## config.mk

```make
export PLATFORM = sky130hd
export DESIGN_NAME = ddr4_odt_dly_ctrl
export DESIGN_NICKNAME = d
export VERILOG_FILES = /design/src/rtl/ddr4_phy_ctrl_pkg.sv /design/src/rtl/ddr4_dly_gap_timer.sv /design/src/rtl/ddr4_odt_dly_ctrl.sv
export SDC_FILE = /design/constraint.sdc
export NUM_CORES = 1
export LEC_CHECK = 0
export CAP_MARGIN = 25
export CORE_ASPECT_RATIO = 1.25
export CORE_MARGIN = 8
export CORE_UTILIZATION = 57
export CTS_BUF_LIST = sky130_fd_sc_hd__clkbuf_16
export CTS_CLUSTER_SIZE = 24
export DETAILED_ROUTE_END_ITERATION = 10
export PLACE_DENSITY = 0.88
export SLEW_MARGIN = 10
export SYNTH_ARGS = -nofsm -noshare
export SYNTH_HDL_FRONTEND = slang
export SYNTH_SLANG_ARGS = --single-unit
```

## constraint.sdc

```tcl
create_clock -name FAB_CLK -period 4.9 [get_ports FAB_CLK]
set_input_delay 0.98 -clock FAB_CLK [delete_from_list [all_inputs] [get_ports FAB_CLK]]
set_output_delay 0.98 -clock FAB_CLK [all_outputs]
set_load 0.03 [all_outputs]
```

## src/rtl/ddr4_phy_ctrl_pkg.sv

```systemverilog
// Shared types and constants for the DDR4 PHY delay-line control blocks.
package ddr4_phy_ctrl_pkg;

  typedef enum logic [2:0] {
    ST_IDLE,
    ST_MOVE,
    ST_LOAD,
    ST_GAP,
    ST_DONE
  } dly_state_e;

  typedef enum logic [1:0] {
    OP_INC  = 2'b00,
    OP_DEC  = 2'b01,
    OP_LOAD = 2'b10,
    OP_NOP  = 2'b11
  } dly_op_e;

  localparam int unsigned GAP_CNT_W = 4;

endpackage

```

## src/rtl/ddr4_dly_gap_timer.sv

```systemverilog
// Loadable down-counter that flags expiry; times the settling gap after each strobe.
module ddr4_dly_gap_timer
  import ddr4_phy_ctrl_pkg::*;
(
  input  logic                 clk,
  input  logic                 rst,
  input  logic                 load,
  input  logic [GAP_CNT_W-1:0] load_val,
  input  logic                 en,
  output logic                 expired
);

  logic [GAP_CNT_W-1:0] cnt_q, cnt_d;

  always_comb begin
    cnt_d = cnt_q;
    if (load) begin
      cnt_d = load_val;
    end else if (en && (cnt_q != '0)) begin
      cnt_d = cnt_q - 1'b1;
    end
  end

  always_ff @(posedge clk or posedge rst) begin
    if (rst) begin
      cnt_q <= '0;
    end else begin
      cnt_q <= cnt_d;
    end
  end

  assign expired = (cnt_q == '0);

endmodule

```

## src/rtl/ddr4_odt_dly_ctrl.sv

```systemverilog
// IOD delay-line tap controller: issues spaced MOVE/LOAD strobes and tracks the tap position.
module ddr4_odt_dly_ctrl
  import ddr4_phy_ctrl_pkg::*;
#(
  parameter int unsigned TAP_MAX    = 127,
  parameter int unsigned GAP_CYCLES = 4
) (
  input  logic       FAB_CLK,
  input  logic       ARST,
  input  logic       req_valid,
  output logic       req_ready,
  input  logic [1:0] req_op,
  input  logic [7:0] req_taps,
  output logic       done,
  output logic       err_oor,
  output logic [7:0] tap_cnt,
  output logic       DELAY_LINE_MOVE,
  output logic       DELAY_LINE_DIRECTION,
  output logic       DELAY_LINE_LOAD,
  input  logic       DELAY_LINE_OUT_OF_RANGE
);

  localparam logic [7:0]           TAP_MAX_L = 8'(TAP_MAX);
  localparam logic [GAP_CNT_W-1:0] GAP_LOAD  = GAP_CNT_W'(GAP_CYCLES - 1);

  dly_state_e state_q, state_d;
  dly_op_e    op_q, op_d, in_op;
  logic [7:0] rem_q, rem_d;
  logic [7:0] tap_q, tap_d;
  logic       dir_q, dir_d;
  logic       err_q, err_d;
  logic       move_q, move_d;
  logic       load_q, load_d;
  logic       done_q, done_d;

  logic accept, acc_blocked, run_blocked, oor_abort, gap_end, gap_expired;

  assign in_op       = dly_op_e'(req_op);
  assign accept      = req_valid && (state_q == ST_IDLE);
  assign acc_blocked = (in_op == OP_INC) ? (tap_q == TAP_MAX_L) : (tap_q == '0);
  assign run_blocked = dir_q ? (tap_q == TAP_MAX_L) : (tap_q == '0);
  assign oor_abort   = (state_q == ST_GAP) && (op_q != OP_LOAD) && DELAY_LINE_OUT_OF_RANGE;
  assign gap_end     = (state_q == ST_GAP) && gap_expired;

  ddr4_dly_gap_timer u_gap_timer (
    .clk      (FAB_CLK),
    .rst      (ARST),
    .load     ((state_q == ST_MOVE) || (state_q == ST_LOAD)),
    .load_val (GAP_LOAD),
    .en       (state_q == ST_GAP),
    .expired  (gap_expired)
  );

  always_ff @(posedge FAB_CLK or posedge ARST) begin
    if (ARST) begin
      state_q <= ST_IDLE;
    end else begin
      state_q <= state_d;
    end
  end

  always_comb begin
    state_d = state_q;
    case (state_q)
      ST_IDLE: begin
        if (accept) begin
          case (in_op)
            OP_INC, OP_DEC: state_d = ((req_taps == '0) || acc_blocked) ? ST_DONE : ST_MOVE;
            OP_LOAD:        state_d = ST_LOAD;
            default:        state_d = ST_DONE;
          endcase
        end
      end
      ST_MOVE: state_d = ST_GAP;
      ST_LOAD: state_d = ST_GAP;
      ST_GAP: begin
        if (oor_abort) begin
          state_d = ST_DONE;
        end else if (gap_expired) begin
          state_d = ((rem_q == '0) || run_blocked) ? ST_DONE : ST_MOVE;
        end
      end
      ST_DONE: state_d = ST_IDLE;
      default: state_d = ST_IDLE;
    endcase
  end

  // Strobes and done are decoded from the next state so they leave the flops aligned with the state.
  always_comb begin
    move_d = (state_d == ST_MOVE);
    load_d = (state_d == ST_LOAD);
    done_d = (state_d == ST_DONE);
  end

  always_comb begin
    op_d  = op_q;
    rem_d = rem_q;
    tap_d = tap_q;
    dir_d = dir_q;
    err_d = err_q;
    if (accept) begin
      op_d  = in_op;
      rem_d = req_taps;
      dir_d = (in_op == OP_INC);
      err_d = ((in_op == OP_INC) || (in_op == OP_DEC)) && (req_taps != '0) && acc_blocked;
    end
    if (state_q == ST_MOVE) begin
      rem_d = rem_q - 1'b1;
      tap_d = dir_q ? (tap_q + 1'b1) : (tap_q - 1'b1);
    end
    if (state_q == ST_LOAD) begin
      tap_d = '0;
    end
    if (oor_abort || (gap_end && (rem_q != '0) && run_blocked)) begin
      err_d = 1'b1;
    end
  end

  always_ff @(posedge FAB_CLK or posedge ARST) begin
    if (ARST) begin
      op_q   <= OP_NOP;
      rem_q  <= '0;
      tap_q  <= '0;
      dir_q  <= 1'b0;
      err_q  <= 1'b0;
      move_q <= 1'b0;
      load_q <= 1'b0;
      done_q <= 1'b0;
    end else begin
      op_q   <= op_d;
      rem_q  <= rem_d;
      tap_q  <= tap_d;
      dir_q  <= dir_d;
      err_q  <= err_d;
      move_q <= move_d;
      load_q <= load_d;
      done_q <= done_d;
    end
  end

  assign req_ready            = (state_q == ST_IDLE);
  assign done                 = done_q;
  assign err_oor              = err_q;
  assign tap_cnt              = tap_q;
  assign DELAY_LINE_MOVE      = move_q;
  assign DELAY_LINE_DIRECTION = dir_q;
  assign DELAY_LINE_LOAD      = load_q;

endmodule

```

; ---- Yosys cells after proc, flatten, opt, wreduce, memory -nomap -nowiden
; Cells that the tools add are included.
[totals]
ff_bits = 30
inputBits = 14
out_inout_bits = 14
elab_cells = 71
[op_classes]
n_addsub = 4
n_eq_ne = 10
n_mux = 18
n_reduce_logical = 29
[ops]
columns = operator, n
row1 = $mux 8, 5
row2 = $logic_not 8->1, 3
row3 = $reduce_bool 8->1, 2
row4 = $sub 8x1->8 const B, 2
row5 = $mux 3, 5
row6 = $eq 3x2->1 const B, 3
row7 = $logic_and 1x1->1, 9
row8 = $pmux 3 s3, 1
row9 = $add 8x1->8 const B, 1
row10 = $eq 8x7->1 const B, 1
row11 = $mux 4, 2
row12 = $reduce_bool 2->1, 4
row13 = $eq 3x1->1 const B, 2
row14 = $pmux 3 s2, 1
row15 = $logic_or 1x1->1, 5
row16 = $logic_not 4->1, 1
row17 = $mux 1, 4
row18 = $reduce_bool 4->1, 1
row19 = $reduce_or 2->1, 2
row20 = $sub 4x1->4 const B, 1
row21 = $eq 3x3->1 const B, 1
row22 = $logic_not 3->1, 1
row23 = $eq 2x1->1 const B, 1
row24 = $eq 2x2->1 const B, 1
row25 = other kinds (2), 2

; ---- Depth between registers and ports, before layout
; Gate-level depths: netlist (run 1).
[depth]
word_depth = 8
ltp_mapped = 8
depth_no_buf = 8

; ---- Modules after synthesis
; Synthesis (run 1) repeated with hierarchy kept, for this count alone.
[hier_totals]
hier_cells = 207
area_unflattened_um2 = 1865.5
[modules_own_cells]
columns = mod, instances, cells_each, area_per_inst_um2
row1 = ddr4_odt_dly_ctrl, 1, 179, 1604.0
row2 = ddr4_dly_gap_timer, 1, 28, 261.5

; ---- Worst setup path before layout (run 1)
; Ideal clock, no wire load.
[synth_timing]
kind = reg2reg
start = register dir_q (netlist: DELAY_LINE_DIRECTION)
end = register tap_q[6] (netlist: tap_cnt[6])
setup_ns = 0.122
arrival_ns = 2.170
slack_ns = 2.608
path_stages_with_launch = 9
n_path_buf = 0
synth_period_minus_slack_ns = 2.292
cell_sequence = dfrtp_1 inv_1 ha_1 nor2b_1 o21ai_1 a21boi_1 o21a_1 or3_1 a32o_1
[synth_between]
elab_chain_len = 3
[synth_rtl]
columns = element, line_no
row1 = start: declaration, ddr4_odt_dly_ctrl.sv:30  ; logic dir_q, dir_d;
row2 = start signal: assignment, ddr4_odt_dly_ctrl.sv:133  ; dir_q <= dir_d;
row3 = $mux 8, ddr4_odt_dly_ctrl.sv:109  ; tap_d = dir_q ? (tap_q + 1'b1) : (tap_q - 1'b1);
row4 = $mux 8, ddr4_odt_dly_ctrl.sv:107  ; if (state_q == ST_MOVE) begin
row5 = $mux 8, ddr4_odt_dly_ctrl.sv:111  ; if (state_q == ST_LOAD) begin
row6 = end signal: assignment, ddr4_odt_dly_ctrl.sv:132  ; tap_q <= tap_d;
row7 = end: declaration, ddr4_odt_dly_ctrl.sv:29  ; logic [7:0] tap_q, tap_d;
; No other way between the ends. The select of a mux whose other input is x is not followed.
; A chain may end at the register's enable or synchronous reset.

; ---- Worst setup path after layout (run 1)
[layout_timing]
start = register state_q[1]
end = output port req_ready
[layout_between]
elab_chain_len = 1
[layout_rtl]
columns = element, line_no
row1 = start: declaration, ddr4_odt_dly_ctrl.sv:26  ; dly_state_e state_q, state_d;
row2 = start signal: assignment, ddr4_odt_dly_ctrl.sv:58  ; state_q <= state_d;
row3 = $logic_not 3->1, ddr4_odt_dly_ctrl.sv:141  ; assign req_ready = (state_q == ST_IDLE);
row4 = end: declaration, ddr4_odt_dly_ctrl.sv:11  ; output logic req_ready,
; No other way between the ends.

==> flow_metrics.tcl, run 1 <==
set metrics [dict create \
    hold_violations 0 \
    viasPerCell 6.02 \
    multiInputGateArea_um2 927 \
    cts_tree "built" \
    cp.required_ns 3.92 \
    leakagePower_nw 0.964 \
    yosysMostFrequentCell "dfrtp_1" \
    max_freq_mhz 354 \
    die_area_mm2 0.00510 \
    synth-seq-cells 30 \
    fillers 216 \
    grt_overflow 0 \
    final-seq-area_um2 753 \
    synth_cell_types 46 \
    grt.total_usage_pct 18.6 \
    power.share.sequential_pct 27.9 \
    synth_seq_area_share_pct 43.2 \
    core_mm2 0.00292 \
    synth_common_cells "dfrtp_1, nand2_1, nor2_1, o21ai_0, inv_1" \
    outcome "completed" \
    synthTopCellsByArea "dfrtp_1, ha_1, nand2_1" \
    drtPass1Iterations 4 \
    die_h_um 77.8 \
    sw_frac_of_total_pct 44.8 \
    antenna_left 0 \
    hp-class "register to register" \
    drt-wirelength-per-cell_um 16.9 \
    grt_pass1_wl_mm 7.51 \
    nets 250 \
    utilization_pct 75.7 \
    netlist.area_leader.share_pct 40.2 \
    power.internal_mw 0.934 \
    vias 1584 \
    cts_buffers 5 \
    async_flop_share_pct 100 \
    fin_crit_sh_pct 57.7 \
    place_congestion 0.901 \
    reg2reg_depth 8 \
    grt_pass1_vias 1700 \
    diodes 0 \
    worstMarginPinSlew_ns 0.536 \
    whs_path_depth 2 \
    cts_hold_buf 0 \
    yosys_warnings 0 \
    cts_resized 0 \
    layout-drive-gt1-share_pct 7.49 \
    synthToLayoutAreaGrowth_pct 26.7 \
    end_kind "primary output" \
    timing.rr.start "DELAY_LINE_DIRECTION$_DFFE_PP0N_" \
    antenna_found_initial 0 \
    tns_ns 0 \
    clockBufferDepth 2 \
    drc 0 \
    switching_power_mw 0.757 \
    syn_avg_cell_area_um2 8.94 \
    syn_area_mm2 0.00174 \
    worst-path-max-fanout 4 \
    htreeDepth 2 \
    crit_slowest_cell "clkdlybuf4s50_1" \
    powerDensity_mw_per_mm2 765 \
    synthesis.nets 219 \
    die_x_um 65.5 \
    synth.largest_area_cell "dfrtp_1" \
    place_area_mm2 0.00207 \
    p_total_mw 1.69 \
    worstPathBufferInverterCount 1 \
    ioPinCount 28 \
    clock-sinks 30 \
    slew_viol_final 0 \
    r2r_end "tap_cnt[6]$_DFFE_PP0N_" \
    arrival_ns 1.85 \
    slew_headroom_pct 64.2 \
    root_buffer "clkbuf_16" \
    clkPwrFrac_pct 17.0 \
    hold_path_startpoint "op_q[1]$_DFFE_PP1N_" \
    crit_family "buffers and inverters" \
    dp_hpwl_mm 3.25 \
    rsz0062_at_grt "false" \
    finClkSkew_ns 0.00690 \
    max_stage_delay_ns 0.75 \
    portBuffers 27 \
    irDropWorstVdd_uv 576 \
    cp-start-kind "register" \
    layout_min_cycle_time_ns 2.83 \
    post_cts_buffers 0 \
    synthCells 195 \
    initial_utilization_pct 59.8 \
    rows 22 \
    drt-total-wl_mm 4.46 \
    rrSetupSlack_ns 2.54 \
    clkTransAtPathRegs_ns 0.05 \
    drtIter0Drc 59 \
    setup_viol 0 \
    clock_latency_ns 0.28 \
    synth_flop_cell "dfrtp_1" \
    critPathKind "register to primary output" \
    hold_end "op_q[1]$_DFFE_PP1N_" \
    maxCapViolCount 0 \
    grt_max_degree 24 \
    synth_edf_count 0 \
    final_cell_area_mm2 0.00221 \
    path_cells "nor3_1 -> clkdlybuf4s50_1" \
    p_comb_share_pct 55.1 \
]
state kept, by name (all words and copies together) (netlist names):
signal / flops
DELAY_LINE_LOAD: 1
done: 1
u_gap_timer.cnt_q: 4
DELAY_LINE_MOVE: 1
op_q: 2
rem_q: 8
tap_cnt: 8
err_oor: 1
state_q: 3
DELAY_LINE_DIRECTION: 1
metrics by stage:
stage / hold WS, ns / worst slack [ns] / std cells
floorplan: 0.458 / 2.61 / 195
global placement: 0.471 / 2.32 / 254
detailed placement: 0.497 / 2.31 / 255
CTS: 0.504 / 2.07 / 263
global route: 0.522 / 2.04 / 263
finish: 0.499 / 2.07 / 263
layer usage:
layer	up-vias	wire (µm)	GRT usage [%]
li1	757	-	-
met1	774	1780	19.0
met2	43	2330	33.3
met3	10	243	4.74
met4	0	97	9.85
met5	-	0	0
layout make-up:
cell class,count,share of cell area (%)
clock buffer,5,5.66
clock inverter,3,0.566
inverter,13,2.21
multi-input combinational,148,42.0
sequential,30,34.1
tap,36,2.04
timing repair buffer,28,13.5
worst max-delay path by stage:
stage	start	to	slack [ns]	cells past startpoint
after floorplan	DELAY_LINE_DIRECTION$_DFFE_PP0N_	tap_cnt[6]$_DFFE_PP0N_	2.61	8
after global placement	req_taps[0]	DELAY_LINE_MOVE$_DFF_PP0_	2.32	6
after detailed placement	req_taps[0]	DELAY_LINE_MOVE$_DFF_PP0_	2.31	6
after CTS	state_q[1]$_DFF_PP0_	req_ready	2.07	2
after global routing	state_q[0]$_DFF_PP0_	req_ready	2.04	2
final	state_q[1]$_DFF_PP0_	req_ready	2.07	2
cell families (layout without fill, tap and decap cells):
group | count (synthesis) | count (layout) | synth area share [%]
DFF | 30 | 30 | 43.2
xor gates and xnor gates | 7 | 7 | 3.52
AOI/OAI and AO/OA | 43 | 43 | 15.8
buffers and inverters | 17 | 49 | 3.66
and+or+nand+nor | 87 | 87 | 25.7
adders and majority gates | 10 | 10 | 7.60
muxes | 1 | 1 | 0.574
power groups by stage:
stage,Combinational [mW],Clock (mW),Sequential (mW)
2_1_floorplan,0.601,0,0.527
3_3_place_gp,0.872,0,0.460
3_5_place_dp,0.928,0,0.469
4_1_cts,0.936,0.291,0.467
5_1_grt,1.03,0.303,0.486
6_report,0.932,0.287,0.471
placed cells by master (no fill, tap or decap), types with 3 or more instances in the layout:
| cell | n |
|---|---|
| dfrtp_1 | 28 |
| clkdlybuf4s50_1 | 27 |
| nand2_1 | 26 |
| nor2_1 | 16 |
| o21ai_0 | 15 |
| inv_1 | 13 |
| nand3_1 | 10 |
| ha_1 | 9 |
| a21oi_1 | 7 |
| o211ai_1 | 6 |
| nor4_1 | 6 |
| xor2_1 | 5 |
| nor3_1 | 5 |
| clkbuf_16 | 5 |
| nor2b_1 | 3 |
| and2_1 | 3 |
worst register-to-register path, cell delays in order (launching register included):
cell and delay (ns):
dfrtp_1 0.41, inv_1 0.31, ha_1 0.35, nor2b_1 0.15, o21ai_1 0.15, a21boi_1 0.12
o21a_1 0.19, or3_1 0.31, a32o_1 0.26
(Power assumes the default switching activity.)
==> run 2: changes to the inputs <==
--- a/config.mk
+++ b/config.mk
@@ -8,11 +8,11 @@
 export CAP_MARGIN = 25
 export CORE_ASPECT_RATIO = 1.25
 export CORE_MARGIN = 8
-export CORE_UTILIZATION = 57
+export CORE_UTILIZATION = 48
 export CTS_BUF_LIST = sky130_fd_sc_hd__clkbuf_16
 export CTS_CLUSTER_SIZE = 24
 export DETAILED_ROUTE_END_ITERATION = 10
-export PLACE_DENSITY = 0.88
+export PLACE_DENSITY = 0.8
 export SLEW_MARGIN = 10
 export SYNTH_ARGS = -nofsm -noshare
 export SYNTH_HDL_FRONTEND = slang
==> constraint.sdc (replaced) <==
create_clock -name FAB_CLK -period 2.58 [get_ports FAB_CLK]
set_input_delay 0.516 -clock FAB_CLK [delete_from_list [all_inputs] [get_ports FAB_CLK]]
set_output_delay 0.516 -clock FAB_CLK [all_outputs]
set_load 0.03 [all_outputs]
==> run 2 against run 1 <==
Cell count rose by 1.1%. Highest routed layer unchanged. Largest cell class unchanged. Count of clock-buffer cells in the layout did not move. Critical path depth did not move. Via count fell by 4.2%. Non-clock buffer count did not move. Sequential cell count did not move. Hold slack got worse by 0.022 ns. First-iteration DRC count rose by 61%. Setup slack got worse by 1.8 ns.
==> flow_metrics.tcl, run 2 (synthesis gave the netlist of run 1 again) <==
set metrics [dict create \
    outcome "completed" \
    layout_min_cycle_time_ns 2.33 \
    clkTransAtPathRegs_ns 0.05 \
    end_kind "primary output" \
    max_freq_mhz 430 \
    drtIter0Drc 95 \
    drc 0 \
    final_cell_area_mm2 0.00219 \
    sw_frac_of_total_pct 44.0 \
    clock_latency_ns 0.27 \
    die_area_mm2 0.00583 \
    place_congestion 0.833 \
    ioPinCount 28 \
    crit_family "buffers and inverters" \
    vias 1518 \
    clock-sinks 30 \
    worst-path-max-fanout 5 \
    grt_pass1_vias 1555 \
    holdWs_ns 0.477 \
    power.internal_mw 1.77 \
    diodes 0 \
    synthToLayoutAreaGrowth_pct 25.8 \
    core_mm2 0.00348 \
    initial_utilization_pct 50.1 \
    grt_pass1_wl_mm 7.13 \
    irDropWorstVdd_uv 1010 \
    hp-class "register to register" \
    path_cells "nor3_1 -> clkdlybuf4s50_1" \
    drt-total-wl_mm 4.06 \
    max_stage_delay_ns 0.75 \
    arrival_ns 1.81 \
    setup_viol 0 \
    layout_common_cells "dfrtp_1, clkdlybuf4s50_1, nand2_1" \
    p_total_mw 3.16 \
    rows 24 \
    post_cts_buffers 0 \
    powerDensity_mw_per_mm2 1440 \
    p_comb_share_pct 54.7 \
    viasPerCell 5.71 \
    cp.required_ns 2.06 \
    grt_overflow 0 \
    antenna_left 0 \
    cp-start-kind "register" \
    layout-drive-gt1-share_pct 7.49 \
    crit_slowest_cell "clkdlybuf4s50_1" \
    maxCapViolCount 0 \
    switching_power_mw 1.39 \
    cts_buffers 5 \
    cts_resized 0 \
    die_x_um 69.9 \
    power.share.sequential_pct 28.0 \
    rsz0062_at_grt "false" \
    grt.total_usage_pct 14.6 \
    worstPathBufferInverterCount 1 \
    cts_hold_buf 0 \
    die_h_um 83.4 \
    hold_violations 0 \
    cts_tree "built" \
    rrSetupSlack_ns 0.33 \
    clkPwrFrac_pct 17.2 \
    antenna_found_initial 0 \
    drtPass1Iterations 4 \
    grt_max_degree 31 \
    critPathKind "register to primary output" \
    root_buffer "clkbuf_16" \
    utilization_pct 63.0 \
    leakagePower_nw 0.956 \
    htreeDepth 2 \
    clockBufferDepth 2 \
    fin_crit_sh_pct 90.2 \
    tns_ns 0 \
    worstMarginPinSlew_ns 0.568 \
    drt-wirelength-per-cell_um 15.3 \
    nets 250 \
    finClkSkew_ns 0.00469 \
    slew_viol_final 0 \
    dp_hpwl_mm 2.90 \
    final_common_cell "dfrtp_1" \
    portBuffers 27 \
    slew_headroom_pct 62.0 \
    place_area_mm2 0.00206 \
]
-- run 2: cell type report --
cell class                      instances  area, µm²
Clock buffer                            5        125
Clock inverter                          3       12.5
Fill cell                             293       1290
Inverter                               13       48.8
Multi-Input combinational cell        148        927
Sequential cell                        30        753
Tap cell                               39       48.8
Timing Repair Buffer                   28        278
-- run 2: power groups by stage --
| stage | combinational (mW) | clock [mW] | sequential [mW] |
|---|---|---|---|
| floorplan | 1.14 | 0 | 1.00 |
| global placement | 1.68 | 0 | 0.881 |
| detailed placement | 1.72 | 0 | 0.885 |
| CTS | 1.73 | 0.554 | 0.880 |
| global route | 1.95 | 0.577 | 0.916 |
| finish | 1.73 | 0.544 | 0.885 |
-- run 2: worst paths after layout --
check,startpoint,end,depth (start not counted)
max,state_q[0]$_DFF_PP0_,req_ready,2
min,op_q[0]$_DFFE_PP1N_,op_q[0]$_DFFE_PP1N_,2
min reg2reg,op_q[0]$_DFFE_PP1N_,op_q[0]$_DFFE_PP1N_,2
max in group asynchronous,ARST,op_q[1]$_DFFE_PP1N_,3
min in group asynchronous,ARST,tap_cnt[2]$_DFFE_PP0N_,3
max reg2reg,DELAY_LINE_DIRECTION$_DFFE_PP0N_,tap_cnt[6]$_DFFE_PP0N_,8
-- run 2: routing by layer --
metal / share of wire [%] / track usage, % / vias to the layer above
li1: - / - / 755
met3: 3.7 / 3.45 / 4
met1: 45 / 17.5 / 724
met4: 1.3 / 7.33 / 0
met5: 0 / 0 / -
met2: 49 / 23.6 / 35
-- run 2: through the flow --
step	setup slack, ns	instances
final	0.252	266
after global routing	0.0914	266
after CTS	0.228	266
after detailed placement	0.322	258
after global placement	0.378	258
after floorplan	0.288	195
-- run 2: worst min-delay path, stage by stage (launching register included) --
cell and delay, ns:
dfstp_2 0.36, nand2_1 0.04, o21ai_0 0.06
==> run 3: changes to the inputs <==
--- a/config.mk
+++ b/config.mk
@@ -5,7 +5,6 @@
 export SDC_FILE = /design/constraint.sdc
 export NUM_CORES = 1
 export LEC_CHECK = 0
-export CAP_MARGIN = 25
 export CORE_ASPECT_RATIO = 1.25
 export CORE_MARGIN = 8
 export CORE_UTILIZATION = 48
==> results of run 3 <==
No change in the layout: final DEF, timing and power equal those of run 2.
